[src/rtl/packet_mux.sv]
// packet_mux: packet-level round-robin merge of N_CH valid/ready streams onto one tagged output.
// Revision 1.0
`default_nettype none

module packet_mux #(
   parameter int WIDTH = 16,
   parameter int N_CH  = 4,
   parameter int SEL_W = 2
) (
   input  logic                  clk,
   input  logic                  rst_n,
   input  logic [N_CH*WIDTH-1:0] in_data,
   input  logic [N_CH-1:0]       in_valid,
   input  logic [N_CH-1:0]       in_last,
   output logic [N_CH-1:0]       in_ready,
   output logic [WIDTH-1:0]      out_data,
   output logic [SEL_W-1:0]      out_sel,
   output logic                  out_last,
   output logic                  out_valid,
   input  logic                  out_ready
);

   typedef enum logic [0:0] {
      IDLE   = 1'b0,
      LOCKED = 1'b1
   } state_t;

   localparam logic [SEL_W-1:0] LAST_CH = SEL_W'(N_CH - 1);

   state_t           state;
   logic [SEL_W-1:0] grant;
   logic [SEL_W-1:0] last_grant;
   logic [SEL_W-1:0] pick;
   logic [SEL_W-1:0] cand;
   logic             found;
   logic             space;
   logic             xfer;
   logic             beat_last;
   logic [WIDTH-1:0] beat_data;
   logic [WIDTH-1:0] ch_data [N_CH];

   generate
      for (genvar i = 0; i < N_CH; i++) begin : g_ch
         assign ch_data[i] = in_data[i*WIDTH +: WIDTH];
      end
   endgenerate

   // Search starts one past the last packet's channel so every source gets a turn.
   always_comb begin
      found = 1'b0;
      pick  = last_grant;
      cand  = '0;
      for (int k = 1; k <= N_CH; k++) begin
         cand = SEL_W'((int'(last_grant) + k) % N_CH);
         if (!found && in_valid[cand]) begin
            found = 1'b1;
            pick  = cand;
         end
      end
   end

   assign space     = !out_valid || out_ready;
   assign xfer      = (state == LOCKED) && space && in_valid[grant];
   assign beat_data = ch_data[grant];
   assign beat_last = in_last[grant];

   always_comb begin
      in_ready = '0;
      if (state == LOCKED) begin
         in_ready[grant] = space;
      end
   end

   always_ff @(posedge clk or negedge rst_n) begin
      if (!rst_n) begin
         state      <= IDLE;
         grant      <= '0;
         last_grant <= LAST_CH;
         out_valid  <= 1'b0;
         out_data   <= '0;
         out_sel    <= '0;
         out_last   <= 1'b0;
      end else begin
         // An accepted beat frees the register unless a new beat lands below.
         if (out_ready) begin
            out_valid <= 1'b0;
         end
         case (state)
            IDLE: begin
               if (found) begin
                  grant <= pick;
                  state <= LOCKED;
               end
            end
            LOCKED: begin
               if (xfer) begin
                  out_data  <= beat_data;
                  out_last  <= beat_last;
                  out_sel   <= grant;
                  out_valid <= 1'b1;
                  if (beat_last) begin
                     last_grant <= grant;
                     state      <= IDLE;
                  end
               end
            end
            default: state <= IDLE;
         endcase
      end
   end

endmodule

`default_nettype wire

[config.mk]
export PLATFORM = sky130hd
export DESIGN_NAME = packet_mux
export DESIGN_NICKNAME = d
export VERILOG_FILES = /design/src/rtl/packet_mux.sv
export SDC_FILE = /design/constraint.sdc
export NUM_CORES = 1
export LEC_CHECK = 0
export ABC_AREA = 1
export CAP_MARGIN = 20
export CORE_UTILIZATION = 42
export CTS_BUF_LIST = sky130_fd_sc_hd__clkbuf_4
export DETAILED_ROUTE_END_ITERATION = 8
export HOLD_SLACK_MARGIN = 0.08
export PLACE_DENSITY = 0.95
export SLEW_MARGIN = 20
export SYNTH_ARGS = -nofsm -noshare
export SYNTH_HDL_FRONTEND = slang
export SYNTH_SLANG_ARGS = --single-unit
[constraint.sdc]
create_clock -name clk -period 3.58 [get_ports clk]
set_clock_uncertainty 0.1 [all_clocks]
set_input_delay 0.895 -clock clk [delete_from_list [all_inputs] [get_ports clk]]
set_output_delay 0.895 -clock clk [all_outputs]
set_load 0.005 [all_outputs]
---- After elaboration in Yosys (flattened, before gate mapping) ----
Index checks and enable logic that the tools add are counted.
storage, ports and cells
  flip-flop bits (word level) ............. 25
  bits in latches ......................... 0
  RAM bits ................................ 0
  memory bits (read-only) ................. 0
  input bits .............................. 75
  output and inout bits ................... 24
  logic and storage cells ................. 68
  memories ................................ 0
operators by class
  $add $sub $neg .......................... 4
  $mul .................................... 0
  divide/modulo/power cells ............... 0
  magnitude comparators ................... 7
  equal/unequal tests ..................... 0
  shift operators ......................... 0
  mux-type cells .......................... 33
  bitwise operators ....................... 3
  reduce and logical (&&, ||, !) cells .... 14
operators by type and width
  cell                 number
  $bmux 16 s2          1
  $mux 16              2
  $mux 1               17
  $lt 2x3->1 const B   5
  $bmux 1 s2           6
  $mux 2               4
  $logic_and 1x1->1    6
  $add 2x1->2 const B  2
  $add 2x2->2 const B  2
  $and 4x4->4          1
  $logic_not 1->1      4
  $mux 4               1
  $reduce_and 2->1     2
  $ge 3x3->1 const B   1
  $not 2->3            1
  $reduce_and 3->1     1
  $demux 1 s2          1
  $ge 2x1->1 const B   1
  $pmux 1 s2           1
  $logic_or 1x1->1     1
  $not 1->1            1

---- Depth between registers and ports, before layout ----
Gate-level depths: netlist of the first run.
  word-level depth ........................ 15
  mapped depth ............................ 13
  mapped depth without buffers ............ 12

---- Worst setup path after synthesis of the first run ----
Ideal clock, no wire load.
  path kind ............................... input-to-output
  start ................................... input port out_ready
  end ..................................... output port in_ready[0]
  data arrival time ....................... 1.430 ns
  required time ........................... 2.585 ns
  slack ................................... 1.155 ns
  stages on the path ...................... 4
  buffers on the path ..................... 0
  path through ............................ nor2_1 -> nor2_1 -> inv_1 -> nor3_1
between the ends
  cells in the longest elaborated chain, start to end .. 3
ends and longest elaborated chain
  item                          line  source
  start, declared               20    input logic out_ready
  $logic_or 1x1->1              62    assign space = !out_valid || out_ready;
  $and 4x4->4 (no source line)  --
  $mux 4                        69    if (state == LOCKED) begin
  end, declared                 15    output logic [N_CH-1:0] in_ready,
No other way between the ends.

---- Worst setup path after layout of the first run ----
  start ................................... input port out_ready
  end ..................................... output port in_ready[2]
Same word-level chain as after synthesis.

==> out/metrics.cfg, run 1 <==
[status]
status=finished clean

[drt]
drc=0
drt_iter0_drc=111
vias=1946
vias_per_cell=5.09
wl_per_cell_um=12.5
routed_wirelength_um=4790
ant_nets=0
first_pass_iters=4

[finish]
final_util_pct=71.2
multiInputGateArea_sq_um=892
final_area_sq_um=2670
drive_gt1_share_pct=5.99
regArea_sq_um=628
syn_to_final_growth_pct=60.2
antenna_cells=0
nNetsFinal=410
fillCellCount=306

[synth]
synth.most_common_cell=nand2_1
synthTopCellsByCount=nand2_1 (128), dfrtp_1 (23), nand3_1 (22), a22oi_1 (17), inv_1 (10)
yosys.area.top_type=dfrtp_1
synth_ff_type=dfrtp_1
synthArstFlopShare_pct=100
syn_area_per_cell_sq_um=6.90
ys_ff_latch=25
syn_area_sq_um=1660
yosysSeqAreaShare_pct=37.7
synthTopCellsByArea=dfrtp_1 (35%), nand2_1 (29%), a22oi_1 (7.7%), nand3_1 (6.6%), dfstp_2 (3.2%)
synth_cells=241
yosysWarningCount=0
synthesis.nets=316
ys_types=22
synth_edf_count=0
yosysTopAreaCellShare_pct=34.6

[place]
gp_congestion=0.845
dpl_worst_slack_ns=0.262
hpwl_um=3880
place_area_sq_um=2640
numPortBuffers=98

[die]
rows=22
ios=99
die_h_um=64.9
core_area_sq_um=3740
die_w_um=64.9
die_area_sq_um=4220
initial_core_util_pct=44.5

[global_route]
grt_max_degree=26
grt_pass1_wl_um=7820
antenna_found_initial=0
gr-total-overflow=0
grt_pass1_vias=1740
grtUsageTotal_pct=23.7

[worst_setup_path]
crit_path_end_kind=primary output
slowest_stage=clkdlybuf4s50_1
critPathArrivalTime_ns=2.34
crit_buf_inv=3
slowest_delay_ns=0.53
start_kind=primary input
worstPathMaxFanout=4
worstPathCellList=clkdlybuf4s50_1 > nor2_1 > nor2_1 > inv_1 > nor3_1 > clkdlybuf4s50_1
cp.required_ns=2.58
path_class=primary input to primary output
crit_family=buffers and inverters

[clocking]
cts_max_path_buffers=2
cts-root-buf=clkbuf_4
clkTransAtPathRegs_ns=0.12
cts.sinks=25
cts_resized=0
cts_made_buffers=3
insertion_delay_ns=0.30
cts_tree=done
cts_max_level=1
postCtsHoldBufs=0
post-cts-setup-buffer-count=0

[timing]
min_period_ns=3.33
hold_viol_final=0
slew-limit-headroom_pct=70.2
fmax_ghz=0.300
tightest_slew_ns=0.446
post-route-period-util_pct=93.0
rsz0062_at_grt=false
finalSetupViolations=0
setup_tns_ns=0
setup_slack_ns=0.249
slew_violations=0

[pwr]
max-vdd-ir-drop_mv=0.346
p_per_area_nw_per_um2=702
power_leakage_nw=1.26

[job]
maxCapViolations=0

[hold_path]
hold_path.class=flip-flop to flip-flop

state kept, by name (all words and copies together), names as in the netlist:
name        flops
out_sel         2
state           1
out_valid       1
out_last        1
last_grant      2
grant           2
out_data       16
cell usage in the layout (no fill, tap or decap), types with 2 or more instances in the layout:
master | synthesis | routed
clkdlybuf4s50_1 | 0 | 98
inv_2 | 4 | 4
o211ai_1 | 2 | 2
dfrtp_1 | 23 | 23
nand3_1 | 22 | 22
o21ai_1 | 5 | 5
nor2_8 | 2 | 2
dfstp_2 | 2 | 2
a22oi_1 | 17 | 17
nand2_1 | 128 | 128
inv_1 | 10 | 10
nor3_1 | 3 | 3
clkbuf_4 | 0 | 4
buf_4 | 2 | 2
a22oi_2 | 2 | 2
nor2_1 | 4 | 4
through the flow:
stage	power (mW)	instances	hold WS, ns
floorplan	1.31	241	0.364
CTS	1.87	382	0.400
finish	1.87	382	0.395
global route	2.05	382	0.427
global placement	1.70	378	0.363
detailed placement	1.75	378	0.369
final timing paths:
check                       startpoint       endpoint  slack [ns]  depth (start not counted)
setup reg to reg              grant[1]   out_data[10]        1.61                          8
hold reg to reg            out_data[1]    out_data[1]        0.40                          2
max in group asynchronous        rst_n  last_grant[0]        2.27                          2
setup / recovery             out_ready    in_ready[2]        0.25                          6
min in group asynchronous        rst_n       out_last        0.83                          2
hold / removal             out_data[1]    out_data[1]        0.40                          2
logic make-up after synthesis:
kind of cell | after synthesis | synth area share (%)
simple gates | 162 | 41.4
compound gates | 28 | 12.2
flops | 25 | 37.7
buf+inv | 26 | 8.65
final cells by class:
class                   count  area share [%]
multi-input cells         190            33.5
repair buffers            100            37.4
inverters                  15            2.21
well taps                  48            2.25
clock buffers               4            1.13
flip-flops and latches     25            23.6
worst register-to-register path, stage by stage, from the launching register on:
cell,delay [ns]
dfrtp_1,0.63
nand2_1,0.15
inv_2,0.27
a22oi_2,0.13
nand2_2,0.11
nand2_4,0.17
inv_4,0.20
nand2_1,0.10
nand2_1,0.06
metal layers:
metal  wire length (um)  vias to the layer above  share of wire, %  GRT usage, %
li1                   -                      965                 -             -
met4                102                        0               2.1          7.50
met5                  0                        -                 0             0
met3                340                        8               7.1          1.76
met1               2040                      879                42          33.0
met2               2310                       94                48          38.7
where the power goes:
part	switching (mW)	leakage (nW)	internal, mW
Combinational	0.654	0.932	0.549
Sequential	0.121	0.308	0.422
Clock	0.0732	0.0184	0.0509
Total	0.848	1.26	1.02
Note: power is estimated with default switching activity, not from simulation.
==> run 2, diff against run 1 <==
==> constraint.sdc (replaced) <==
create_clock -name clk -period 3.58 [get_ports clk]
set_clock_uncertainty 0.1 [all_clocks]
set_input_delay 0.895 -clock clk [delete_from_list [all_inputs] [get_ports clk]]
set_output_delay 0.895 -clock clk [all_outputs]
set_load 0.05 [all_outputs]
==> out/metrics.cfg, run 2 (synthesized netlist as in run 1, its figures left out) <==
[clocking]
insertion_delay_ns=0.32  ; was 0.30 ns
cts_resized=0  ; unchanged
post-cts-setup-buffer-count=0  ; unchanged
cts.sinks=25  ; unchanged
cts_made_buffers=3  ; unchanged
clkTransAtPathRegs_ns=0.12  ; about the same
cts_max_path_buffers=2  ; unchanged
postCtsHoldBufs=0  ; unchanged
cts_tree=done  ; unchanged
cts-root-buf=clkbuf_4  ; unchanged
cts_max_level=1  ; unchanged

[global_route]
grt_pass1_wl_um=8080  ; was 7820 um
gr-total-overflow=0  ; unchanged
grt_max_degree=25  ; was 26
antenna_found_initial=0  ; unchanged
grt_pass1_vias=1792  ; was 1740
grtUsageTotal_pct=24.7  ; was 23.7%

[die]
core_area_sq_um=3740  ; unchanged
rows=22  ; unchanged
initial_core_util_pct=44.5  ; unchanged
die_h_um=64.9  ; unchanged
ios=99  ; unchanged
die_w_um=64.9  ; unchanged
die_area_sq_um=4220  ; unchanged

[finish]
final_cells=381  ; was 382
final_common_cell=nand2_1  ; unchanged
drive_gt1_share_pct=7.21  ; was 5.99%
syn_to_final_growth_pct=61.8  ; was 60.2%
antenna_cells=0  ; unchanged
largest-register=out_data  ; unchanged
nNetsFinal=409  ; was 410
mostFrequentLayoutCells=nand2_1 (128), clkdlybuf4s50_1 (93), dfrtp_1 (23)  ; was nand2_1 (128), clkdlybuf4s50_1 (98), dfrtp_1 (23)
largest_reg_flops=16  ; unchanged
final_area_sq_um=2690  ; was 2670 sq um

[drt]
drt_iter0_drc=134  ; was 111
ant_nets=0  ; unchanged
vias=1904  ; was 1946
vias_per_cell=5.00  ; was 5.09
wl_per_cell_um=13.1  ; was 12.5 um
drc=0  ; unchanged
routed_wirelength_um=4990  ; was 4790 um
first_pass_iters=4  ; unchanged

[worst_setup_path]
crit_path_end=in_ready[0]  ; was in_ready[2]
rr_worst_depth=8  ; unchanged
crit_path_end_kind=primary output  ; unchanged
crit_path_frequent_cell=nor2_1
cp.required_ns=2.58  ; about the same
rrSetupSlack_ns=1.57  ; was 1.61 ns
slowest_stage=clkdlybuf4s50_1  ; unchanged
r2r_end=out_data[10]  ; unchanged
slowest_delay_ns=0.48  ; was 0.53 ns
worstPathCellList=clkdlybuf4s50_1 > nor2_1 > nor2_1 > inv_1 > nor3_1 > buf_12  ; was clkdlybuf4s50_1 > nor2_1 > nor2_1 > inv_1 > nor3_1 > clkdlybuf4s50_1
start_kind=primary input  ; unchanged
r2r-start=grant[0]  ; was grant[1]
worstPathMaxFanout=4  ; unchanged
crit_start=out_ready  ; unchanged
path_class=primary input to primary output  ; unchanged
critPathArrivalTime_ns=2.32  ; was 2.34 ns

[timing]
slew_violations=0  ; unchanged
finalSetupViolations=0  ; unchanged
tightest_slew_ns=0.544  ; was 0.446 ns
whs_ns=0.398  ; was 0.395 ns
min_period_ns=3.31  ; was 3.33 ns
post-route-period-util_pct=92.5  ; was 93.0%
slew-limit-headroom_pct=63.6  ; was 70.2%
fmax_ghz=0.302  ; was 0.300 GHz
hold_viol_final=0  ; unchanged
setup_tns_ns=0  ; unchanged
rsz0062_at_grt=false  ; unchanged

[pwr]
internal_power_mw=1.05  ; was 1.02 mW
power_leakage_nw=1.27  ; was 1.26 nW
p_per_area_nw_per_um2=868  ; was 702 nW/um^2
switching_share_pct=54.9  ; was 45.4%
max-vdd-ir-drop_mv=0.344  ; was 0.346 mV
p_sw_mw=1.28  ; was 848 uW
power_frac_comb_pct=71.1  ; was 64.3%
seqPwrFrac_pct=23.3  ; was 29.1%
p_clk_share_pct=5.6  ; was 6.6%

[job]
maxCapViolations=0  ; unchanged

[hold_path]
hold_path.class=flip-flop to flip-flop  ; unchanged

[place]
place_area_sq_um=2670  ; was 2640 sq um
gp_congestion=0.857  ; was 0.845
placedCellCount=377  ; was 378
hpwl_um=4030  ; was 3880 um
numPortBuffers=98  ; unchanged

[status]
status=finished clean  ; unchanged

==> run 2: changes by cell type in the layout (fill, tap and decap cells not counted) <==
cell / change
buf_4: -1
buf_12: +4
clkdlybuf4s50_1: -5
buf_2: +1
==> run 2: layout make-up <==
type                            instances  area (sq um)
Fill cell                             314          1050
Multi-Input combinational cell        190           892
Inverter                               15          58.8
Tap cell                               48          60.1
Timing Repair Buffer                   99          1020
Sequential cell                        25           628
Clock buffer                            4          30.0
==> run 2: stage by stage <==
| stage | worst slack [ns] | utilization, % | total power [mW] |
|---|---|---|---|
| CTS | 0.267 | 72.1 | 2.35 |
| floorplan | 0.264 | - | 1.72 |
| global placement | 0.315 | 71.3 | 2.16 |
| detailed placement | 0.268 | 71.3 | 2.21 |
| finish | 0.269 | 71.9 | 2.34 |
| global route | 0.161 | 71.9 | 2.52 |
==> run 2: critical path, delay by kind of cell <==
| family | cells | cell delay [ns] |
|---|---|---|
| simple gates | 3 | 0.61 |
| buf+inv | 3 | 0.81 |
==> run 2: routing by layer <==
| layer | vias up | track usage (%) | share of wire, % |
|---|---|---|---|
| li1 | 957 | - | - |
| met1 | 870 | 33.8 | 44 |
| met2 | 70 | 41.5 | 50 |
| met3 | 7 | 1.41 | 4.2 |
| met4 | 0 | 7.50 | 1.3 |
| met5 | - | 0 | 0 |
==> run 2: power by group through the flow <==
stage	Clock [mW]	Sequential [mW]	Combinational, mW
after floorplan	0	0.839	0.877
after global placement	0	0.542	1.62
after detailed placement	0	0.549	1.67
after CTS	0.132	0.543	1.67
after global routing	0.148	0.559	1.81
final	0.130	0.545	1.66
==> run 2: how the worst min path moves through the flow <==
stage	to	start	depth (start not counted)	slack (ns)
2_1_floorplan	state	state	2	0.36
3_3_place_gp	out_data[11]	out_data[11]	2	0.36
5_1_grt	out_data[14]	out_data[14]	2	0.43
4_1_cts	out_data[6]	out_data[6]	2	0.40
3_5_place_dp	out_data[6]	out_data[6]	2	0.37
6_report	out_data[1]	out_data[1]	2	0.40
